<file path="src/rtl/scene_sequencer_pkg.sv">
// -----------------------------------------------------------------------------
// scene_pkg
// Shared types and constants for the scene sequencer:
//   scene_t       : which mapper's RGB is on screen (TITLE / LEVEL / GAMEOVER)
//   state_t       : sequencer FSM states
//   FADE_MAX      : full-brightness fade level
//   FADE_W        : width of the fade level (0..FADE_MAX)
//   resident_state: scene -> the FSM state that idles in that scene
//   scale_pix     : one colour channel scaled by the fade level
// -----------------------------------------------------------------------------
package scene_pkg;

  typedef enum logic [1:0] {
    TITLE    = 2'd0,
    LEVEL    = 2'd1,
    GAMEOVER = 2'd2
  } scene_t;

  typedef enum logic [2:0] {
    S_TITLE    = 3'd0,
    S_PLAY     = 3'd1,
    S_GAMEOVER = 3'd2,
    S_FADE_OUT = 3'd3,
    S_FADE_IN  = 3'd4
  } state_t;

  localparam int FADE_MAX = 16;
  localparam int FADE_W   = 5;

  function automatic state_t resident_state(input scene_t s);
    state_t r;
    case (s)
      TITLE:    r = S_TITLE;
      LEVEL:    r = S_PLAY;
      GAMEOVER: r = S_GAMEOVER;
      default:  r = S_TITLE;
    endcase
    return r;
  endfunction

  // (pix * lvl) >> 4. The product never exceeds 15*16 = 240, so 8 bits hold
  // it exactly and level 16 passes the pixel through unchanged.
  function automatic logic [3:0] scale_pix(input logic [3:0] pix,
                                           input logic [FADE_W-1:0] lvl);
    return 4'(({4'b0000, pix} * {3'b000, lvl}) >> 4);
  endfunction

endpackage

</file>
<file path="src/rtl/scene_sequencer_if.sv">
// -----------------------------------------------------------------------------
// scene_sequencer_if
// Groups the VGA-side signals of the scene sequencer.
//   master: raster position, blank, game events, selected mapper RGB (drives);
//           scene_sel, fade_level, frame_tick, faded RGB (receives)
//   slave : the sequencer side (mirror of master)
// -----------------------------------------------------------------------------
interface scene_sequencer_if;
  import scene_pkg::*;

  logic [9:0]        DrawX;
  logic [9:0]        DrawY;
  logic              blank;
  logic              start_btn;
  logic              player_dead;
  logic              level_clear;
  logic [3:0]        pix_red;
  logic [3:0]        pix_green;
  logic [3:0]        pix_blue;
  scene_t            scene_sel;
  logic [FADE_W-1:0] fade_level;
  logic              frame_tick;
  logic [3:0]        red;
  logic [3:0]        green;
  logic [3:0]        blue;

  modport master (
    output DrawX, DrawY, blank, start_btn, player_dead, level_clear,
           pix_red, pix_green, pix_blue,
    input  scene_sel, fade_level, frame_tick, red, green, blue
  );

  modport slave (
    input  DrawX, DrawY, blank, start_btn, player_dead, level_clear,
           pix_red, pix_green, pix_blue,
    output scene_sel, fade_level, frame_tick, red, green, blue
  );

endinterface

</file>
<file path="src/rtl/scene_sequencer_fade_scaler.sv">
// -----------------------------------------------------------------------------
// fade_scaler
// Scales the selected mapper's RGB by the fade level and registers it.
// Output is forced to black when the input cycle is in blanking.
//   clk, rst_n            : pixel clock, async active-low reset
//   level_i               : brightness 0..16
//   blank_i               : 1 = visible pixel
//   pix_{r,g,b}_i         : unscaled 4-bit colour
//   red_o/green_o/blue_o  : scaled colour, one cycle later
// -----------------------------------------------------------------------------
module fade_scaler
  import scene_pkg::*;
(
  input  logic              clk,
  input  logic              rst_n,
  input  logic [FADE_W-1:0] level_i,
  input  logic              blank_i,
  input  logic [3:0]        pix_r_i,
  input  logic [3:0]        pix_g_i,
  input  logic [3:0]        pix_b_i,
  output logic [3:0]        red_o,
  output logic [3:0]        green_o,
  output logic [3:0]        blue_o
);

  logic [3:0] red_d, green_d, blue_d;
  logic [3:0] red_q, green_q, blue_q;

  // Scale each channel, or black during blanking.
  always_comb begin
    if (blank_i) begin
      red_d   = scale_pix(pix_r_i, level_i);
      green_d = scale_pix(pix_g_i, level_i);
      blue_d  = scale_pix(pix_b_i, level_i);
    end else begin
      red_d   = 4'd0;
      green_d = 4'd0;
      blue_d  = 4'd0;
    end
  end

  // Output pixel register.
  always_ff @(posedge clk or negedge rst_n) begin
    if (!rst_n) begin
      red_q   <= 4'd0;
      green_q <= 4'd0;
      blue_q  <= 4'd0;
    end else begin
      red_q   <= red_d;
      green_q <= green_d;
      blue_q  <= blue_d;
    end
  end

  assign red_o   = red_q;
  assign green_o = green_q;
  assign blue_o  = blue_q;

endmodule

</file>
<file path="src/rtl/scene_sequencer.sv">
// -----------------------------------------------------------------------------
// scene_sequencer
// Game-flow controller for the VGA path: title -> level -> game-over scenes,
// with fade-through-black between scenes.
//   vga_clk  : pixel clock (sole clock)
//   reset_n  : asynchronous active-low reset
//   bus      : scene_sequencer_if.slave (raster, blank, events, pixel in/out,
//              scene_sel, fade_level, frame_tick)
// Build option: define SCENE_FADE_EN to enable fades; when undefined a
// qualifying frame_tick hard-cuts straight to the new scene and fade_level
// stays at 16.
// -----------------------------------------------------------------------------
module scene_sequencer
  import scene_pkg::*;
#(
  parameter int H_ACTIVE    = 640,
  parameter int V_ACTIVE    = 480,
  parameter int FADE_FRAMES = 4,
  parameter int HOLD_FRAMES = 180
)(
  input  logic vga_clk,
  input  logic reset_n,
  scene_sequencer_if.slave bus
);

  localparam int STEP_W = (FADE_FRAMES > 1) ? $clog2(FADE_FRAMES) : 1;
  localparam int HOLD_W = (HOLD_FRAMES > 1) ? $clog2(HOLD_FRAMES) : 1;
  localparam logic [STEP_W-1:0] STEP_LAST = STEP_W'(FADE_FRAMES - 1);
  localparam logic [HOLD_W-1:0] HOLD_LAST = HOLD_W'(HOLD_FRAMES - 1);
  localparam logic [9:0]        X_LAST    = 10'(H_ACTIVE - 1);
  localparam logic [9:0]        Y_LAST    = 10'(V_ACTIVE - 1);
  localparam logic [FADE_W-1:0] LVL_FULL  = FADE_W'(FADE_MAX);
  localparam logic [FADE_W-1:0] LVL_TOP   = FADE_W'(FADE_MAX - 1);
  localparam logic [FADE_W-1:0] LVL_ZERO  = {FADE_W{1'b0}};

  state_t            state_q, state_d;
  scene_t            scene_q, scene_d;
  scene_t            next_q, next_d;
  logic [FADE_W-1:0] level_q, level_d;
  logic [STEP_W-1:0] step_q, step_d;
  logic [HOLD_W-1:0] hold_q, hold_d;
  logic [2:0]        pend_q, pend_d;   // {start, dead, clear}
  logic              tick_q, tick_d;

  logic [2:0] pend_now_s;
  logic       step_s;
  logic       leave_s;
  scene_t     target_s;
  logic       state_chg_s;

  assign tick_d      = (bus.DrawX == X_LAST) && (bus.DrawY == Y_LAST);
  // An event arriving on the tick cycle itself still counts for that tick.
  assign pend_now_s  = pend_q | {bus.start_btn, bus.player_dead, bus.level_clear};
  assign step_s      = tick_q && (step_q == STEP_LAST);
  assign state_chg_s = (state_d != state_q);

  // State and datapath registers.
  always_ff @(posedge vga_clk or negedge reset_n) begin
    if (!reset_n) begin
      state_q <= S_TITLE;
      scene_q <= TITLE;
      next_q  <= TITLE;
      level_q <= LVL_FULL;
      step_q  <= {STEP_W{1'b0}};
      hold_q  <= {HOLD_W{1'b0}};
      pend_q  <= 3'b000;
      tick_q  <= 1'b0;
    end else begin
      state_q <= state_d;
      scene_q <= scene_d;
      next_q  <= next_d;
      level_q <= level_d;
      step_q  <= step_d;
      hold_q  <= hold_d;
      pend_q  <= pend_d;
      tick_q  <= tick_d;
    end
  end

  // Next-state logic: scene requests from resident states, fade progress.
  always_comb begin
    leave_s  = 1'b0;
    target_s = TITLE;
    state_d  = state_q;
    case (state_q)
      S_TITLE: begin
        if (tick_q && pend_now_s[2]) begin
          leave_s  = 1'b1;
          target_s = LEVEL;
        end else begin
          leave_s  = 1'b0;
        end
      end
      S_PLAY: begin
        // Death outranks a simultaneous clear.
        if (tick_q && pend_now_s[1]) begin
          leave_s  = 1'b1;
          target_s = GAMEOVER;
        end else if (tick_q && pend_now_s[0]) begin
          leave_s  = 1'b1;
          target_s = TITLE;
        end else begin
          leave_s  = 1'b0;
        end
      end
      S_GAMEOVER: begin
        if (tick_q && (pend_now_s[2] || (hold_q == HOLD_LAST))) begin
          leave_s  = 1'b1;
          target_s = TITLE;
        end else begin
          leave_s  = 1'b0;
        end
      end
      S_FADE_OUT: begin
        // The step taken at level 0 is the extra all-black step.
        if (step_s && (level_q == LVL_ZERO)) begin
          state_d = S_FADE_IN;
        end else begin
          state_d = state_q;
        end
      end
      S_FADE_IN: begin
        if (step_s && (level_q == LVL_TOP)) begin
          state_d = resident_state(scene_q);
        end else begin
          state_d = state_q;
        end
      end
      default: state_d = S_TITLE;
    endcase

    if (leave_s) begin
`ifdef SCENE_FADE_EN
      state_d = S_FADE_OUT;
`else
      state_d = resident_state(target_s);
`endif
    end else begin
      state_d = state_d;
    end
  end

  // Datapath: counters, pending events, fade level and scene selection.
  always_comb begin
    scene_d = scene_q;
    next_d  = next_q;
    level_d = level_q;
    step_d  = step_q;
    hold_d  = hold_q;
    pend_d  = pend_now_s;

    if (state_chg_s) begin
      step_d = {STEP_W{1'b0}};
      hold_d = {HOLD_W{1'b0}};
      pend_d = 3'b000;
    end else if (tick_q) begin
      case (state_q)
        S_FADE_OUT, S_FADE_IN: step_d = step_s ? {STEP_W{1'b0}} : step_q + STEP_W'(1);
        S_GAMEOVER:            hold_d = hold_q + HOLD_W'(1);
        default:               step_d = step_q;
      endcase
    end else begin
      step_d = step_q;
    end

    case (state_q)
      S_FADE_OUT: begin
        if (step_s && (level_q != LVL_ZERO)) begin
          level_d = level_q - FADE_W'(1);
        end else if (step_s) begin
          scene_d = next_q;
        end else begin
          level_d = level_q;
        end
      end
      S_FADE_IN: begin
        if (step_s) begin
          level_d = level_q + FADE_W'(1);
        end else begin
          level_d = level_q;
        end
      end
      default: level_d = level_q;
    endcase

    if (leave_s) begin
`ifdef SCENE_FADE_EN
      next_d  = target_s;
`else
      scene_d = target_s;
`endif
    end else begin
      next_d = next_d;
    end
  end

  // Outputs straight from registers.
  assign bus.scene_sel  = scene_q;
  assign bus.fade_level = level_q;
  assign bus.frame_tick = tick_q;

  fade_scaler u_scaler (
    .clk     (vga_clk),
    .rst_n   (reset_n),
    .level_i (level_q),
    .blank_i (bus.blank),
    .pix_r_i (bus.pix_red),
    .pix_g_i (bus.pix_green),
    .pix_b_i (bus.pix_blue),
    .red_o   (bus.red),
    .green_o (bus.green),
    .blue_o  (bus.blue)
  );

endmodule
</file>
<file path="src/flat_wrapper.sv">
// flat-port wrapper written by rule: the top's interface ports become plain ports
module scene_sequencer_flat import scene_pkg::*;
#(
  parameter int H_ACTIVE    = 640,
  parameter int V_ACTIVE    = 480,
  parameter int FADE_FRAMES = 4,
  parameter int HOLD_FRAMES = 180
)
  (vga_clk, reset_n, bus_DrawX, bus_DrawY, bus_blank, bus_start_btn, bus_player_dead, bus_level_clear, bus_pix_red, bus_pix_green, bus_pix_blue, bus_scene_sel, bus_fade_level, bus_frame_tick, bus_red, bus_green, bus_blue);
  scene_sequencer_if bus_i ();
  input  logic vga_clk;
  input  logic reset_n;
  input wire logic [$bits(bus_i.DrawX)-1:0] bus_DrawX;
  input wire logic [$bits(bus_i.DrawY)-1:0] bus_DrawY;
  input wire logic [$bits(bus_i.blank)-1:0] bus_blank;
  input wire logic [$bits(bus_i.start_btn)-1:0] bus_start_btn;
  input wire logic [$bits(bus_i.player_dead)-1:0] bus_player_dead;
  input wire logic [$bits(bus_i.level_clear)-1:0] bus_level_clear;
  input wire logic [$bits(bus_i.pix_red)-1:0] bus_pix_red;
  input wire logic [$bits(bus_i.pix_green)-1:0] bus_pix_green;
  input wire logic [$bits(bus_i.pix_blue)-1:0] bus_pix_blue;
  output wire logic [$bits(bus_i.scene_sel)-1:0] bus_scene_sel;
  output wire logic [$bits(bus_i.fade_level)-1:0] bus_fade_level;
  output wire logic [$bits(bus_i.frame_tick)-1:0] bus_frame_tick;
  output wire logic [$bits(bus_i.red)-1:0] bus_red;
  output wire logic [$bits(bus_i.green)-1:0] bus_green;
  output wire logic [$bits(bus_i.blue)-1:0] bus_blue;
  assign bus_i.DrawX = bus_DrawX;
  assign bus_i.DrawY = bus_DrawY;
  assign bus_i.blank = bus_blank;
  assign bus_i.start_btn = bus_start_btn;
  assign bus_i.player_dead = bus_player_dead;
  assign bus_i.level_clear = bus_level_clear;
  assign bus_i.pix_red = bus_pix_red;
  assign bus_i.pix_green = bus_pix_green;
  assign bus_i.pix_blue = bus_pix_blue;
  assign bus_scene_sel = bus_i.scene_sel;
  assign bus_fade_level = bus_i.fade_level;
  assign bus_frame_tick = bus_i.frame_tick;
  assign bus_red = bus_i.red;
  assign bus_green = bus_i.green;
  assign bus_blue = bus_i.blue;
  scene_sequencer #(.H_ACTIVE(H_ACTIVE), .V_ACTIVE(V_ACTIVE), .FADE_FRAMES(FADE_FRAMES), .HOLD_FRAMES(HOLD_FRAMES)) u_core (.vga_clk(vga_clk), .reset_n(reset_n), .bus(bus_i));
endmodule
</file>
<file path="config.mk">
export PLATFORM = sky130hd
export DESIGN_NAME = scene_sequencer_flat
export DESIGN_NICKNAME = d
export VERILOG_FILES = /design/src/rtl/scene_sequencer_pkg.sv /design/src/rtl/scene_sequencer_if.sv /design/src/rtl/scene_sequencer_fade_scaler.sv /design/src/rtl/scene_sequencer.sv /design/src/flat_wrapper.sv
export SDC_FILE = /design/constraint.sdc
export NUM_CORES = 1
export LEC_CHECK = 0
export ABC_AREA = 1
export BUFFER_PORTS_ARGS = -buffer_cell sky130_fd_sc_hd__buf_2
export CAP_MARGIN = 20
export CORE_MARGIN = 3
export CORE_UTILIZATION = 49
export DETAILED_ROUTE_END_ITERATION = 6
export PLACE_DENSITY = 0.68
export SLEW_MARGIN = 15
export SYNTH_ARGS = -nofsm -noshare
export SYNTH_HDL_FRONTEND = slang
export SYNTH_HIERARCHICAL = 1
export SYNTH_SLANG_ARGS = --single-unit
export TNS_END_PERCENT = 30
</file>
<file path="constraint.sdc">
create_clock -name vga_clk -period 3.2 [get_ports vga_clk]
set_input_delay 0.32 -clock vga_clk [delete_from_list [all_inputs] [get_ports vga_clk]]
set_output_delay 0.32 -clock vga_clk [all_outputs]
set_load 0.02 [all_outputs]
</file>
==> results of run 1 <==
[final cells by class]
type	count	area share (%)
Clock buffer	7	1.911
Clock inverter	1	0.1253
Inverter	89	8.365
Multi-Input combinational cell	331	56.30
Sequential cell	36	22.59
Tap cell	96	3.008
Timing Repair Buffer	60	7.707
[final timing paths]
kind | end | cells after the start | start | slack (ns)
max | u_core/u_scaler/red_o[3] | 13 | u_core/bus.fade_level[2] | 0.30
min | u_core/pend_q[2] | 1 | reset_n | 0.12
max reg2reg | u_core/u_scaler/red_o[3] | 13 | u_core/bus.fade_level[2] | 0.30
min reg2reg | u_core/pend_q[0] | 2 | u_core/pend_q[0] | 0.58
max in group asynchronous | u_core/u_scaler/red_o[2] | 1 | reset_n | 2.54
min in group vga_clk | u_core/bus.frame_tick | 3 | bus_DrawX[0] | 0.28
[registers in the layout, indices dropped and copies added, names as in the netlist]
name and count:
u_core/hold_q 8, u_core/bus.fade_level 5, u_core/u_scaler/blue_o 4, u_core/u_scaler/green_o 4
u_core/u_scaler/red_o 4, u_core/pend_q 3, u_core/state_q 3, u_core/bus.scene_sel 2
u_core/step_q 2, u_core/bus.frame_tick 1
[through the flow]
step / power [mW] / setup WS, ns / std cells
2_1_floorplan: 0.4729 / 0.3225 / 464
3_3_place_gp: 0.5134 / 0.3637 / 612
3_5_place_dp: 0.5147 / 0.2959 / 612
4_1_cts: 0.8394 / 0.2877 / 620
5_1_grt: 0.8591 / 0.04595 / 620
6_report: 0.8247 / 0.3001 / 620
[metal layers]
layer / up-vias / track usage, % / routed length (um)
met1: 1391 / 25.31 / 3570
li1: 1555 / - / -
met3: 5 / 3.065 / 265
met5: - / 0 / 0
met4: 0 / 4.648 / 59
met2: 50 / 30.47 / 3323
[power breakdown]
part / internal (mW) / leakage (nW) / switching, mW / total (mW)
registers: 0.455 / 0.473 / 0.000000624 / 0.455
logic: 0.0197 / 1.88 / 0.0296 / 0.0494
clock network: 0.153 / 0.0422 / 0.168 / 0.321
total: 0.627 / 2.40 / 0.197 / 0.825
[critical path, delay by kind of cell, from the launching register on]
kind / cells / cell delay, ns
AO/OA/AOI/OAI: 1 / 0.21
buffers and inverters: 3 / 0.15
flip-flops: 1 / 0.57
adder cells (fa/ha/maj): 3 / 1.36
AND/OR/NAND/NOR: 6 / 0.52
[cells in the final DEF, fill, tap and decap left out]
cell	n
nand2_1	117
inv_1	87
buf_2	57
nor2_1	40
dfrtp_1	35
ha_1	32
nand3_1	18
fa_1	16
a21oi_1	14
nor3_2	10
xor2_1	10
nand3_2	9
nand2_2	8
o21ai_0	7
xnor2_1	7
nor3_1	6
clkbuf_8	5
nand4_1	5
nor2_4	4
a21boi_0	4
o211ai_1	4
buf_4	3
nor3b_1	3
nand2_4	3
or2_1	3
clkbuf_1	2
inv_2	2
nor2_2	2
mux2i_1	2
clkinv_2	1
o32ai_1	1
nand3_4	1
nor2_8	1
a21oi_2	1
a31oi_1	1
mux2_2	1
nand3b_1	1
dfstp_2	1
[cell families (layout without fill, tap and decap cells)]
kind of cell	after synthesis	count (layout)	synth area share, %
AOI/OAI and AO/OA	32	32	5.315
xor gates and xnor gates	17	17	4.189
adders and majority gates	48	48	20.27
buffers and inverters	97	157	11.37
DFF	36	36	25.38
muxes	3	3	0.8800
and+or+nand+nor	231	231	32.59
==> results.md, run 1 <==
- Clock Tree Root: clkbuf_8
- #FFs+latches synth: 36
- RSZ-0062 raised after global routing: no
- Leakage: 2.395 nW
- Die X: 91.17 um
- Post-detailed-route DRC marker count: 0
- Setup_tns: 0 ns
- Die Y: 91.17 um
- Min Hold Slack: 0.1250 ns
- Syn nets: 550
- Longest Clk Path Bufs: 2
- Number of hold buffers added after cts: 0
- CP arrival: 3.12 ns
- Hold/Removal Path Class: in2async
- Unique masters post-synth: 37
- Row count: 30
- CTS Buf Count: 5
- WP data required: 3.42 ns
- Max Transition Viols Final: 0
- Worst Clk Skew: 0.01169 ns
- Count leader, synth: nand2_1
- Area taken by multi-input logic gates: 2248 um2
- Fin. Hold Viols: 0
- Vias after detailed routing: 3001
- Most used DFF post-synth: dfrtp_1
- Final setup fails: 0
- Outcome: completed
- Synth warn: 6
- Largest net degree at the start of global routing: 37
- Sequential fraction of the synthesis area: 25.38%
- Pwr per Cell Area: 206.5 nW/um2
- Initial DRC count: 95
- Total gr overflow: 0
- # IOs: 58
- Register area: 902.1 um2
- Final ANT Viol Nets: 0
- Syn Inst Count: 464
- Core Util, Final: 57.83%
- CTS H-tree lvls: 2
- Worst-skew pair later-pin latency: 0.29 ns
- Max-Cap Viols: 0
- Antenna violations before repair: 0
- Fill cells: 696
- Initial Util: 51.47%
- # diodes: 0
- First-pass GRT wire length: 12810 um
- Max-slew headroom: 44.35%
- Post-layout nets: 609
- Final WL: 7219 um
- Drt pass-1 iters: 4
- CP endpoint kind: flip-flop
- Cell area after synthesis: 3555 um2
- Crit-path max FO: 17
- Final period utilization: 90.62%
- Critical path class: reg2reg
- GRT Total Usage: 18.50%
- Post-CTS sizing: 0
- Worst VDD drop: 160.3 uV
- Wire per inst: 11.64 um
- Ys async rst share: 100.0%
- Worst path slowest cell: dfrtp_1
- Achievable frequency: 344.8 MHz
- Post-synth top cells: nand2_1 (117), inv_1 (87), nor2_1 (40)
- EDFF count, synth: 0
- Share of cells above drive strength 1: 20.80%
- CTS sink count: 36
- Post-CTS Setup Bufs: 0
- Design area: 3994 um2
- DR vias/cell: 4.840
- Worst slew pin tran: 0.8347 ns
- Dpl hpwl: 5710 um
- Core box area: 6907 um2
- Minimum clock period after layout: 2.900 ns
- Synth area leaders: dfrtp_1 (25%), nand2_1 (12%), ha_1 (11%), inv_1 (9.2%), fa_1 (9.0%)
- Crit-path cells: nand2_1, inv_1, fa_1, inv_1, fa_1, inv_1, ha_1, a21oi_1, or2_1, nand3_1, nand2_1, nand2_1, nor2_1
- Vias in the first global route: 2944
- Area share of the largest cell type after synthesis: 24.64%
- Placed instance area: 3913 um2
- CTS tree: done
- Die footprint: 8312 um2
- Area Overhead vs Synth: 12.35%
- Setup crit start kind: flip-flop
- Max incr delay on CP: 0.57 ns
- RePlAce Congestion: 0.8377
- Syn_area_per_cell: 7.661 um2
- Post-synth top area cell: dfrtp_1
- Clock slew at reported path FFs: 0.08 ns
- Input/output buffers: 57
Power figures use the tool's default switching activity.
==> run 2: changes to the inputs <==
CELL_PAD_IN_SITES_DETAIL_PLACEMENT = 0   (was not set)
CELL_PAD_IN_SITES_GLOBAL_PLACEMENT = 1   (was not set)
CORE_UTILIZATION = 42   (was 49)
PLACE_DENSITY = 0.78   (was 0.68)
==> results.md, run 2 (same netlist as run 1, synthesis figures left out) <==
- Outcome: completed (unchanged)
- Initial Util: 44.61% (was 51.47%)
- Reg with most FFs: u_core/hold_q (unchanged)
- DR vias/cell: 4.695 (was 4.840)
- Input/output buffers: 57 (unchanged)
- CP endpoint kind: flip-flop (unchanged)
- Fin. Hold Viols: 0 (unchanged)
- Worst-skew pair later-pin latency: 0.30 ns (was 0.29 ns)
- Drt pass-1 iters: 4 (unchanged)
- Worst Clk Skew: 0.008841 ns (was 0.01169 ns)
- Vias after detailed routing: 2953 (was 3001)
- Worst slew pin tran: 0.8540 ns (was 0.8347 ns)
- Dpl hpwl: 6006 um (was 5710 um)
- Final WL: 7598 um (was 7219 um)
- Die footprint: 9603 um2 (was 8312 um2)
- Max Transition Viols Final: 0 (unchanged)
- CTS tree: done (unchanged)
- Worst VDD drop: 134.2 uV (was 160.3 uV)
- Clock Tree Root: clkbuf_8 (unchanged)
- Start of the worst register-to-register path: u_core/bus.fade_level[1] (was u_core/bus.fade_level[2])
- CTS sink count: 36 (unchanged)
- Longest Clk Path Bufs: 2 (unchanged)
- Max-slew headroom: 43.07% (was 44.35%)
- Area Overhead vs Synth: 14.04% (was 12.35%)
- Wire per inst: 12.08 um (was 11.64 um)
- Final period utilization: 90.40% (was 90.62%)
- Max-Cap Viols: 0 (unchanged)
- Commonest non-fill, non-tap cells in the layout: nand2_1 (117), inv_1 (87), buf_2 (57), nor2_1 (40), dfrtp_1 (35) (unchanged)
- Final ANT Viol Nets: 0 (unchanged)
- GRT Total Usage: 17.09% (was 18.50%)
- R2r setup slk: 0.31 ns (was 0.30 ns)
- Total gr overflow: 0 (unchanged)
- RSZ-0062 raised after global routing: no (unchanged)
- Minimum clock period after layout: 2.893 ns (was 2.900 ns)
- Die Y: 98.00 um (was 91.17 um)
- Post-CTS Setup Bufs: 0 (unchanged)
- Post-CTS sizing: 0 (unchanged)
- Pwr per Cell Area: 225.5 nW/um2 (was 206.5 nW/um2)
- # IOs: 58 (unchanged)
- Final worst slack: 0.3073 ns (was 0.3001 ns)
- CP startpoint: u_core/bus.fade_level[1] (was u_core/bus.fade_level[2])
- Core box area: 7968 um2 (was 6907 um2)
- Commonest non-fill, non-tap cell in the layout: nand2_1 (unchanged)
- # diodes: 0 (unchanged)
- Vias in the first global route: 2970 (was 2944)
- Achievable frequency: 345.7 MHz (was 344.8 MHz)
- Post-detailed-route DRC marker count: 0 (unchanged)
- Initial DRC count: 100 (was 95)
- Largest net degree at the start of global routing: 37 (unchanged)
- First-pass GRT wire length: 13740 um (was 12810 um)
- Leakage: 2.424 nW (was 2.395 nW)
- Critical path class: reg2reg (unchanged)
- Row count: 32 (was 30)
- Die X: 98.00 um (was 91.17 um)
- Fill cells: 827 (was 696)
- Post-layout nets: 612 (was 609)
- Setup_tns: 0 ns (unchanged)
- RePlAce Congestion: 0.8207 (was 0.8377)
- Crit-path max FO: 9 (was 17)
- Share of cells above drive strength 1: 21.63% (was 20.80%)
- CTS Buf Count: 5 (unchanged)
- Number of hold buffers added after cts: 0 (unchanged)
- WP data required: 3.39 ns (was 3.42 ns)
- Clock slew at reported path FFs: 0.08 ns (about the same)
- Antenna violations before repair: 0 (unchanged)
- Final setup fails: 0 (unchanged)
- Max reg flops: 8 (unchanged)
- Min Hold Slack: 0.1280 ns (was 0.1250 ns)
- Pre-CTS setup slack: 0.3323 ns (was 0.2959 ns)
- CTS H-tree lvls: 2 (unchanged)
- CP arrival: 3.08 ns (was 3.12 ns)
- Setup crit start kind: flip-flop (unchanged)
- Hold/Removal Path Class: in2async (unchanged)
==> run 2: routing by layer <==
layer / track usage (%) / up-vias / share of wire [%]
li1: - / 1563 / -
met1: 24.78 / 1332 / 52
met2: 26.75 / 50 / 43
met3: 3.071 / 8 / 3.9
met4: 3.514 / 0 / 0.89
met5: 0 / - / 0
==> run 2: final timing paths <==
path,end,cells after the start
worst min register to register,u_core/bus.scene_sel[1],2
worst max register to register,u_core/u_scaler/green_o[3],13
min in group vga_clk,u_core/bus.frame_tick,3
max in group asynchronous,u_core/u_scaler/green_o[0],1
worst max-delay path,u_core/u_scaler/green_o[3],13
worst min-delay path,u_core/u_scaler/blue_o[3],1
==> run 2: layout make-up <==
| type | instances | area [um2] | area share, % |
|---|---|---|---|
| multi-input cells | 331 | 2248 | 55.46 |
| flip-flops and latches | 36 | 902.1 | 22.25 |
| inverters | 89 | 334.1 | 8.241 |
| repair buffers | 63 | 330.3 | 8.148 |
| well taps | 102 | 127.6 | 3.148 |
| clock buffers | 5 | 68.82 | 1.698 |
| clock inverters | 3 | 42.54 | 1.049 |
==> run 2: through the flow <==
| stage | power [mW] | utilization, % | instance area (um2) | instances |
|---|---|---|---|---|
| finish | 0.9142 | 50.88 | 4054 | 629 |
| global route | 0.9548 | 50.88 | 4054 | 629 |
| CTS | 0.9335 | 50.88 | 4054 | 629 |
| detailed placement | 0.5153 | 49.48 | 3943 | 621 |
| global placement | 0.5149 | 49.48 | 3943 | 621 |
| floorplan | 0.4729 | - | 3555 | 464 |
==> run 2: critical path, stage by stage, from the launching register on <==
cell	delay, ns
dfrtp_1	0.52
nand2_1	0.11
inv_1	0.06
fa_1	0.54
inv_1	0.06
fa_1	0.53
inv_1	0.04
ha_1	0.37
a21oi_1	0.11
or2_1	0.21
nand3_1	0.08
nand2_1	0.05
nand2_1	0.06
nor2_1	0.04
==> run 2: report_power, final <==
| group | total (mW) | internal, mW | switching [mW] | leakage [nW] |
|---|---|---|---|---|
| combinational | 0.0503 | 0.0197 | 0.0306 | 1.90 |
| sequential | 0.455 | 0.455 | 0.000000679 | 0.473 |
| clock | 0.409 | 0.231 | 0.179 | 0.0541 |
==> run 3: changes to the inputs <==
PLACE_DENSITY = not set   (was 0.78)
PLACE_DENSITY_LB_ADDON = 0.1   (was not set)
==> results.md, run 3 (same netlist as run 1, synthesis figures left out) <==
- Outcome: completed (unchanged)
- Busiest grt layer: met2 (unchanged)
- Logic pwr share: 5.8% (was 5.5%)
- Die Y: 98.00 um (unchanged)
- Reg with most FFs: u_core/hold_q (unchanged)
- Share of cells above drive strength 1: 21.29% (was 21.63%)
- Initial DRC count: 111 (was 100)
- Dpl hpwl: 5989 um (was 6006 um)
- Worst path slowest cell: fa_1 (unchanged)
- Area Overhead vs Synth: 13.34% (was 14.04%)
- Post-layout nets: 611 (was 612)
- Input/output buffers: 57 (unchanged)
- Total gr overflow: 0 (unchanged)
- Initial Util: 44.61% (unchanged)
- Clock power share: 41.3% (was 44.8%)
- # IOs: 58 (unchanged)
- CTS Buf Count: 5 (unchanged)
- Sw Share: 24.45% (was 22.89%)
- P_int: 649.7 uW (was 705.0 uW)
- Vias after detailed routing: 3006 (was 2953)
- Switching power: 210.2 uW (was 209.3 uW)
- Final setup fails: 0 (unchanged)
- Post-CTS sizing: 0 (unchanged)
- Drt pass-1 iters: 4 (unchanged)
- CTS H-tree lvls: 2 (unchanged)
- Crit-path max FO: 9 (unchanged)
- Commonest non-fill, non-tap cells in the layout: nand2_1 (117), inv_1 (87), buf_2 (57), nor2_1 (40), dfrtp_1 (35) (unchanged)
- Crit-path cells: nand2_1, inv_1, fa_1, inv_1, fa_1, inv_1, ha_1, a21oi_1, or2_1, nand3_1, nand2_1, nand2_1, nor2_1 (unchanged)
- Worst-skew pair later-pin latency: 0.30 ns (about the same)
- Leakage: 2.408 nW (was 2.424 nW)
- Post-detailed-route DRC marker count: 0 (unchanged)
- Pwr per Cell Area: 213.4 nW/um2 (was 225.5 nW/um2)
- Met1 usage: 24.19% (was 24.78%)
- DR vias/cell: 4.787 (was 4.695)
- Reg power frac: 52.9% (was 49.7%)
- CTS sink count: 36 (unchanged)
- Setup crit start kind: flip-flop (unchanged)
- Final ANT Viol Nets: 0 (unchanged)
- Wire per inst: 12.13 um (was 12.08 um)
- Clock slew at reported path FFs: 0.08 ns (about the same)
- # diodes: 0 (unchanged)
- Commonest non-fill, non-tap cell in the layout: nand2_1 (unchanged)
- Max-slew headroom: 44.03% (was 43.07%)
- Post-Layout Cell Count: 628 (was 629)
- CP arrival: 3.07 ns (was 3.08 ns)
- Critical path class: reg2reg (unchanged)
- GRT Total Usage: 16.93% (was 17.09%)
- Overall Power: 859.9 uW (was 914.2 uW)
- Die footprint: 9603 um2 (unchanged)
- Longest Clk Path Bufs: 2 (unchanged)
- CP endpoint kind: flip-flop (unchanged)
- Number of hold buffers added after cts: 0 (unchanged)
- Max reg flops: 8 (unchanged)
- Met3 GRT Util: 2.714% (was 3.071%)
- Antenna violations before repair: 0 (unchanged)
- Achievable frequency: 347.0 MHz (was 345.7 MHz)
- Max Transition Viols Final: 0 (unchanged)
- Row count: 32 (unchanged)
- Hold/Removal Path Class: in2async (unchanged)
- Min Hold Slack: 0.1172 ns (was 0.1280 ns)
- RePlAce Congestion: 0.8223 (was 0.8207)
- Met2 Use GR: 27.28% (was 26.75%)
- Dpl cells: 620 (was 621)
- Max-Cap Viols: 0 (unchanged)
- CP delay by family, top: adder cells (unchanged)
- WP data required: 3.38 ns (was 3.39 ns)
- Core box area: 7968 um2 (unchanged)
- Worst slew pin tran: 0.8395 ns (was 0.8540 ns)
- CP Buf/Inv Count: 3 (unchanged)
- Die X: 98.00 um (unchanged)
- Worst Clk Skew: 0.01001 ns (was 0.008841 ns)
- Post-CTS Setup Bufs: 0 (unchanged)
- Vias in the first global route: 3036 (was 2970)
- Fin. Hold Viols: 0 (unchanged)
- Final period utilization: 90.06% (was 90.40%)
- First-pass GRT wire length: 13680 um (was 13740 um)
- Max incr delay on CP: 0.54 ns (about the same)
- Clock Tree Root: clkbuf_8 (unchanged)
- Setup_tns: 0 ns (unchanged)
- Fill cells: 790 (was 827)
- CTS tree: done (unchanged)
- Minimum clock period after layout: 2.882 ns (was 2.893 ns)
- Worst VDD drop: 122.3 uV (was 134.2 uV)
- Largest net degree at the start of global routing: 37 (unchanged)
- RSZ-0062 raised after global routing: no (unchanged)
- Final WL: 7620 um (was 7598 um)
==> run 3: cell types whose count changed in the layout (fill, tap and decap cells not counted) <==
| cell | delta |
|---|---|
| buf_4 | -1 |
| bufinv_16 | -1 |
| clkbuf_1 | +1 |
| clkbuf_8 | +1 |
| clkinv_2 | -1 |
==> run 3: metrics by stage <==
step | util (%) | setup slack [ns] | cell area (um2)
2_1_floorplan | - | 0.3225 | 3555
3_3_place_gp | 49.39 | 0.3800 | 3935
3_5_place_dp | 49.39 | 0.3284 | 3935
4_1_cts | 50.57 | 0.3052 | 4029
5_1_grt | 50.57 | 0.1169 | 4029
6_report | 50.57 | 0.3181 | 4029
==> run 3: worst paths after layout <==
kind,to,cells past startpoint,from,slack [ns]
max,u_core/u_scaler/green_o[3],13,u_core/bus.fade_level[1],0.32
min,u_core/u_scaler/blue_o[2],1,reset_n,0.12
max reg2reg,u_core/u_scaler/green_o[3],13,u_core/bus.fade_level[1],0.32
min reg2reg,u_core/bus.scene_sel[1],2,u_core/bus.scene_sel[1],0.58
max in group asynchronous,u_core/u_scaler/green_o[0],1,reset_n,2.54
min in group vga_clk,u_core/bus.frame_tick,3,bus_DrawX[0],0.26
==> run 3: layout make-up <==
cell class | count | area [um2] | share of cell area, %
Multi-Input combinational cell | 331 | 2248 | 55.81
Sequential cell | 36 | 902.1 | 22.39
Inverter | 89 | 334.1 | 8.292
Timing Repair Buffer | 62 | 322.8 | 8.012
Tap cell | 102 | 127.6 | 3.168
Clock buffer | 7 | 86.33 | 2.143
Clock inverter | 1 | 7.507 | 0.1863
==> run 3: layer usage <==
| layer | vias up | routed length, um |
|---|---|---|
| met1 | 1388 | 3977 |
| met4 | 0 | 76 |
| li1 | 1555 | - |
| met3 | 7 | 274 |
| met2 | 56 | 3291 |
| met5 | - | 0 |
==> run 3: worst reg2reg max path: stages, from the launching register on <==
cell and delay [ns]:
dfrtp_1 0.52, nand2_1 0.11, inv_1 0.06, fa_1 0.54, inv_1 0.06, fa_1 0.53, inv_1 0.04, ha_1 0.36
a21oi_1 0.11, or2_1 0.21, nand3_1 0.08, nand2_1 0.05, nand2_1 0.06, nor2_1 0.04
==> run 3: power groups by stage <==
stage / Sequential (mW) / Combinational, mW / Clock [mW]
floorplan: 0.464 / 0.00919 / 0
global placement: 0.464 / 0.0510 / 0
detailed placement: 0.464 / 0.0519 / 0
CTS: 0.455 / 0.0522 / 0.377
global route: 0.455 / 0.0573 / 0.395
finish: 0.455 / 0.0499 / 0.355
